File: config.mk
export PLATFORM = sky130hd
export DESIGN_NAME = cac_tx_serializer
export DESIGN_NICKNAME = d
export VERILOG_FILES = /design/src/rtl/cac_link_pkg.sv /design/src/rtl/cac_chunk_shifter.sv /design/src/rtl/cac_tx_serializer.sv
export SDC_FILE = /design/constraint.sdc
export NUM_CORES = 1
export LEC_CHECK = 0
export ABC_AREA = 0
export CORE_UTILIZATION = 38
export CTS_BUF_LIST = sky130_fd_sc_hd__clkbuf_4 sky130_fd_sc_hd__clkbuf_8
export DETAILED_ROUTE_END_ITERATION = 6
export HOLD_SLACK_MARGIN = 0.06
export PLACE_DENSITY = 0.69
export REMOVE_ABC_BUFFERS = 1
export SETUP_SLACK_MARGIN = 0.2
export SYNTH_ARGS = -nofsm -noshare
export SYNTH_HDL_FRONTEND = slang
export SYNTH_SLANG_ARGS = --single-unit
File: constraint.sdc
create_clock -name clock -period 2.5 [get_ports clock]
set_clock_uncertainty 0.15 [all_clocks]
set_input_delay 0.625 -clock clock [delete_from_list [all_inputs] [get_ports clock]]
set_output_delay 0.625 -clock clock [all_outputs]
set_load 0.02 [all_outputs]
File: src/rtl/cac_link_pkg.sv
// Shared definitions for the CAC TSV link serializer/deserializer pair.
// Holds the 4-wire FTF codeword budget, a sizing helper and the FSM states.
package cac_link_pkg;

  // Legal forbidden-transition-free codewords on a 4-wire Fibonacci bundle
  localparam int CAC4_CODEWORDS = 8;

  function automatic int ceil_div(input int a, input int b);
    return (a + b - 1) / b;
  endfunction

  typedef enum logic {
    IDLE = 1'b0,
    SEND = 1'b1
  } ser_state_t;

endpackage

File: src/rtl/cac_chunk_shifter.sv
// Loadable right-shift register that holds the not-yet-sent chunks of a word.
// head is the chunk that will be shown next; idx counts the chunk on the bus.
module cac_chunk_shifter #(
  parameter int WORD_W  = 16,
  parameter int CHUNK_W = 3,
  parameter int NCHUNK  = 6,
  parameter int IDX_W   = 3
) (
  input  logic               clock,
  input  logic               reset,
  input  logic               load,
  input  logic               shift,
  input  logic [WORD_W-1:0]  data,
  output logic [CHUNK_W-1:0] head,
  output logic [IDX_W-1:0]   idx,
  output logic               last
);

  localparam int SH_W = NCHUNK * CHUNK_W;

  logic [SH_W-1:0] sh;

  // Chunk 0 leaves straight from data on load, so only the rest is kept
  always_ff @(posedge clock or posedge reset) begin
    if (reset) begin
      sh  <= '0;
      idx <= '0;
    end else if (load) begin
      sh  <= SH_W'(data) >> CHUNK_W;
      idx <= '0;
    end else if (shift) begin
      sh  <= sh >> CHUNK_W;
      idx <= idx + 1'b1;
    end
  end

  assign head = sh[CHUNK_W-1:0];
  assign last = (idx == IDX_W'(NCHUNK - 1));

endmodule

File: src/rtl/cac_tx_serializer.sv
// Slices wide words into CHUNK_W-bit chunks, LSB first, for the CAC coder.
// Idle cycles hold IDLE_CODE so the TSV bundle always carries a legal codeword.
module cac_tx_serializer
  import cac_link_pkg::*;
#(
  parameter int WORD_W    = 16,
  parameter int CHUNK_W   = 3,
  parameter int BLEN      = 4,
  parameter int IDLE_CODE = 0
) (
  input  logic              clock,
  input  logic              reset,
  input  logic [WORD_W-1:0] in_data,
  input  logic              in_valid,
  output logic              in_ready,
  output logic [BLEN-1:0]   coder_data,
  output logic              coder_valid,
  output logic              frame_start,
  output logic              frame_end,
  output logic [15:0]       words_sent
);

  localparam int NCHUNK = ceil_div(WORD_W, CHUNK_W);
  localparam int IDX_W  = (NCHUNK > 1) ? $clog2(NCHUNK) : 1;

  if (CHUNK_W > BLEN) begin : g_chk_blen
    $error("CHUNK_W exceeds coder datain width");
  end
  if ((1 << CHUNK_W) > CAC4_CODEWORDS) begin : g_chk_cw
    $error("CHUNK_W needs more codewords than the coder has");
  end
  if (IDLE_CODE >= (1 << CHUNK_W)) begin : g_chk_idle
    $error("IDLE_CODE does not fit in a chunk");
  end

  ser_state_t         state;
  ser_state_t         state_next;
  logic               load;
  logic               shift;
  logic               xfer;
  logic               last;
  logic [CHUNK_W-1:0] head;
  logic [IDX_W-1:0]   idx;

  assign xfer = in_valid && in_ready;

  cac_chunk_shifter #(
    .WORD_W  (WORD_W),
    .CHUNK_W (CHUNK_W),
    .NCHUNK  (NCHUNK),
    .IDX_W   (IDX_W)
  ) u_shifter (
    .clock (clock),
    .reset (reset),
    .load  (load),
    .shift (shift),
    .data  (in_data),
    .head  (head),
    .idx   (idx),
    .last  (last)
  );

  // State register
  always_ff @(posedge clock or posedge reset) begin
    if (reset) state <= IDLE;
    else       state <= state_next;
  end

  // Next state: stay in SEND while chunks remain or a new word arrives
  always_comb begin
    state_next = state;
    unique case (state)
      IDLE: if (xfer) state_next = SEND;
      SEND: if (last && !xfer) state_next = IDLE;
      default: state_next = IDLE;
    endcase
  end

  // Handshake and shifter controls; ready only once the last chunk is up
  always_comb begin
    in_ready = 1'b0;
    load     = 1'b0;
    shift    = 1'b0;
    if (!reset) begin
      in_ready = (state == IDLE) || last;
    end
    load  = in_valid && in_ready;
    shift = (state == SEND) && !last;
  end

  // Registered coder-side outputs and the completed-word counter
  always_ff @(posedge clock or posedge reset) begin
    if (reset) begin
      coder_data  <= BLEN'(IDLE_CODE);
      coder_valid <= 1'b0;
      frame_start <= 1'b0;
      frame_end   <= 1'b0;
      words_sent  <= '0;
    end else begin
      if (state == SEND && last) begin
        words_sent <= words_sent + 16'd1;
      end
      if (xfer) begin
        coder_data  <= BLEN'(in_data[CHUNK_W-1:0]);
        coder_valid <= 1'b1;
        frame_start <= 1'b1;
        frame_end   <= (NCHUNK == 1);
      end else if (shift) begin
        coder_data  <= BLEN'(head);
        coder_valid <= 1'b1;
        frame_start <= 1'b0;
        frame_end   <= (int'(idx) == NCHUNK - 2);
      end else begin
        coder_data  <= BLEN'(IDLE_CODE);
        coder_valid <= 1'b0;
        frame_start <= 1'b0;
        frame_end   <= 1'b0;
      end
    end
  end

endmodule

# After elaboration in Yosys (flattened, before gate mapping)
# Cells that the tools add are included.
[word_totals]
register_bits = 45
latch_bits = 0
ramBits = 0
romBits = 0
input_bits = 19
output_inout_bits = 24
wordCells = 35
n_memories = 0
[classes]
addsub = 2
mul = 0
n_div = 0
n_lt_le_gt_ge = 0
eq_ne = 2
shifts = 0
n_mux = 14
n_bitwise = 1
reduce_logical = 8
[ops]
columns = ["cell", "n"]
rows = [
  ["$mux W18", 2],
  ["$add A16 B1 Y16 const B", 1],
  ["$mux W3", 3],
  ["$mux W1", 7],
  ["$eq A3 B3 Y1 const B", 2],
  ["$logic_and A1 B1 Y1", 4],
  ["$mux W4", 1],
  ["$add A3 B1 Y3 const B", 1],
  ["$logic_not A1 Y1", 2],
  ["$pmux W1 S2", 1],
  ["$reduce_bool A2 Y1", 1],
  ["$logic_or A1 B1 Y1", 1],
  ["$not A1 Y1", 1],
]

# Depth between registers and ports, before layout
[logic_depth]
depth_word = 8
depth_mapped = 7
ltp_nobuf = 6

# Cells and area by module
# A second synthesis with hierarchy kept.
[hier_totals]
hier_cells = 156
hier_area_um2 = 1764.2
[by_module_without_submodules]
columns = ["mod", "n_inst", "cells_each", "area_per_inst_um2", "seq_area_each_um2"]
rows = [
  ["cac_tx_serializer", 1, 81, 973.4, 575.6],
  ["cac_chunk_shifter", 1, 75, 790.8, 400.4],
]

# Least setup slack after synthesis
# No wires, ideal clock.
[synth_path]
path_type = "register to output"
from = "reg u_shifter.idx[0]"
to = "out in_ready"
arrival_ps = 1412
t_required_ps = 1725
slack_ps = 313
stages_incl_launch_ff = 6
path_buffers = 2
cell_sequence = "dfrtp_1 ha_1 a21boi_0 clkbuf_1 buf_2 nor2_1"
[synth_via]
elab_chain_len = 3
[synth_lines]
columns = ["element", "line_no", "rtl"]
rows = [
  ["from (decl)", "cac_chunk_shifter.sv:15", "output logic [IDX_W-1:0] idx,"],
  ["from (signal assigned)", "cac_chunk_shifter.sv:33", "idx <= idx + 1'b1;"],
  ["$eq A3 B3 Y1", "cac_chunk_shifter.sv:38", "assign last = (idx == IDX_W'(NCHUNK - 1));"],
  ["$logic_or A1 B1 Y1", "cac_tx_serializer.sv:85", "in_ready = (state == IDLE) || last;"],
  ["$mux W1", "cac_tx_serializer.sv:84", "if (!reset) begin"],
  ["to (decl)", "cac_tx_serializer.sv:15", "output logic in_ready,"],
]
# No other way between the ends.

# Final worst setup path
[layout_path]
from = "reg u_shifter.idx[1]"
to = "out in_ready"
# The elaborated chain is that of the path after synthesis.

==> metrics.csv <==
metric,value,unit
synth-edff-count,0,
synth_compound_gate_area_share,6.065,%
post-route-period-util,89.65,%
cts_buffers,5,
worstPathCellList,inv_1 -> ha_2 -> a21boi_2 -> nor2_1 -> clkdlybuf4s15_1,
r2r_end,words_sent[14]$_DFFE_PP0P_,
crit_family,buffers and inverters,
ctsHtreeMaxLevel,2,
synthTopCellsByArea,"dfrtp_1, nand2_1, mux2i_1, o21ai_0, xor2_1",
die_area,4834,sq um
synthAdderAreaFrac,2.888,%
critPathBufInv,2,
fmax,446.2,MHz
cp.required,1730,ps
cp_slowest_cell,dfrtp_1,
hold_path_end,words_sent[15]$_DFFE_PP0P_,
hp-start,words_sent[15]$_DFFE_PP0P_,
antenna_found_initial,0,
netlist_top_cells_count,"dfrtp_1, nand2_1, o21ai_0, mux2i_1",
dr_total_vias,1235,
overflow,0,
start_util,39.80,%
io_buffers,41,
die_w,69.53,um
final-setup-viol-count,0,
wl_per_cell,11.75,um
drt_iter0_drc,87,
grt_setup_unrepaired,no,
drive_gt1_share,10.95,%
leakage,1.028,nW
whs_path_depth,1,
grt_max_degree,40,
cts_root_buf,clkbuf_8,
powerDensity,842.4,nW/um^2
synth.area.mux_share,7.004,%
synth_ff_type,dfrtp_1,
worstPathArrival,1470,ps
dr.pass1.iters,4,
critPathKind,reg -> out,
clock_path_buffers,2,
grt_pass1_vias,1109,
synth_top_family_by_area,simple AND/OR/NAND/NOR gates,
worstPathMaxFanout,3,
clock-sinks,39,
num_antenna_cells,0,
synth_seq_area_share,56.32,%
fillers,392,
wl,3078,um
syn_area_per_cell,10.50,sq um
synth_top_area_share,56.32,%
dp_hpwl,2064,um
cap_violations,0,
die_h,69.53,um
synth_xor_area_share,7.581,%
yosys.cell_types.count,29,
hold_viol_final,0,
grt_util_all_layers,13.74,%
power,0.001946,W
rows,24,
slowest_delay,380,ps
clk_pin_slew,80,ps
ys_ff_latch,39,
peakVddDrop,0.4618,mV
final_net_count,232,
period_needed,2241,ps
rrSetupSlack,570,ps
rr_worst_depth,6,
fp.coreArea,4354,sq um
ant_nets,0,
place_ws,-36.26,ps
synth.most_common_cell,dfrtp_1,
cts_setup_buffers,0,
status,"finished, final reports clean",
grt_pass1_wl,5161,um
async_flop_share,100.0,%
synthesis.area,1733,sq um
avgViaCountPerCell,4.714,
layout_setup_ws,258.9,ps
drc,0,
cts_tree,yes,
synth_largest_area_cell,dfrtp_1,
clkLatencyLatePin,290,ps
start_kind,flip-flop,
io_pins,43,
finalSetupTns,0,ps
synthToLayoutAreaGrowth,33.29,%
worstReg2RegStart,u_shifter.idx[1]$_DFFE_PP0P_,
place_congestion,0.7188,
yosysWarnings,0,
slew_violations,0,
synth_cells,165,
hp-class,reg -> reg,
endpoint_kind,output pin,
synthSimpleGateAreaFrac,16.82,%
## registers in the layout, summed over array words and instances, names as in the netlist
name,flops
coder_data,3
coder_valid,1
frame_end,1
frame_start,1
state,1
u_shifter.idx,3
u_shifter.sh,13
words_sent,16
## cell usage in the layout (no fill, tap or decap), types with 3 or more instances in the layout
cell / n
nand3_1: 4
nor2_1: 8
clkdlybuf4s50_1: 40
xnor2_1: 7
dfrtp_1: 39
ha_1: 3
inv_1: 4
mux2i_1: 11
nand2_1: 36
buf_4: 3
clkbuf_8: 5
xor2_1: 8
o21ai_0: 15
a21oi_1: 3
## cell families after synthesis
group / after synthesis
AO/OA/AOI/OAI: 20
XOR/XNOR: 15
buffers and inverters: 12
multiplexers: 12
adder cells (fa/ha/maj): 4
AND/OR/NAND/NOR: 62
flip-flops: 39
other: 1
## layer usage
| metal | track usage, % | share of wire, % |
|---|---|---|
| met1 | 18.23 | 48 |
| met2 | 20.71 | 47 |
| met3 | 4.651 | 4.1 |
| met4 | 5.442 | 1.4 |
| met5 | 0 | 0 |
## cell type report
cell class	instances	area [sq um]	share of cell area, %
clock buffer	7	83.83	3.629
clock inverter	1	5.005	0.2167
inverter	4	15.01	0.6501
multi-input combinational	114	711.9	30.82
sequential	39	975.9	42.25
tap	52	65.06	2.817
timing repair buffer	45	452.9	19.61
## per-stage QoR
stage	utilization, %	cell area (sq um)	hold WS (ps)	cells
global route	53.05	2310	331.2	262
CTS	53.02	2308	321.1	262
finish	53.05	2310	314.8	262
global placement	50.95	2218	304.9	254
detailed placement	50.95	2218	309.1	254
floorplan	-	1694	299.2	157
## where the power goes
group | switching [W] | internal (W)
registers | 0.000112 | 0.000783
clock network | 0.000210 | 0.000217
logic | 0.000336 | 0.000288
total | 0.000657 | 0.00129
## worst max path at each step
stage                            startpoint  slack (ps)  cells after the start  endpoint
2_1_floorplan  u_shifter.idx[0]$_DFFE_PP0P_       -1190                      3  in_ready
3_3_place_gp                          reset         -30                      3  in_ready
3_5_place_dp                          reset         -40                      3  in_ready
4_1_cts        u_shifter.idx[1]$_DFFE_PP0P_         220                      5  in_ready
5_1_grt        u_shifter.idx[1]$_DFFE_PP0P_         200                      5  in_ready
6_report       u_shifter.idx[1]$_DFFE_PP0P_         260                      5  in_ready
## timing repair
action / 4_1_cts / 5_1_grt
endpoints found under the setup margin: 1 / 1
hold buffers: 0 / 0
gates cloned: 0 / 0
pin swaps: 1 / 0
resized for setup: 2 / 1
## worst reg2reg max path, cell delays in order, from the launching register on
cell,delay [ps]
dfrtp_1,380
inv_1,100
ha_2,220
nand4_1,280
nor4_2,420
nand3_1,130
xnor2_1,130
Power figures use the tool's default switching activity.
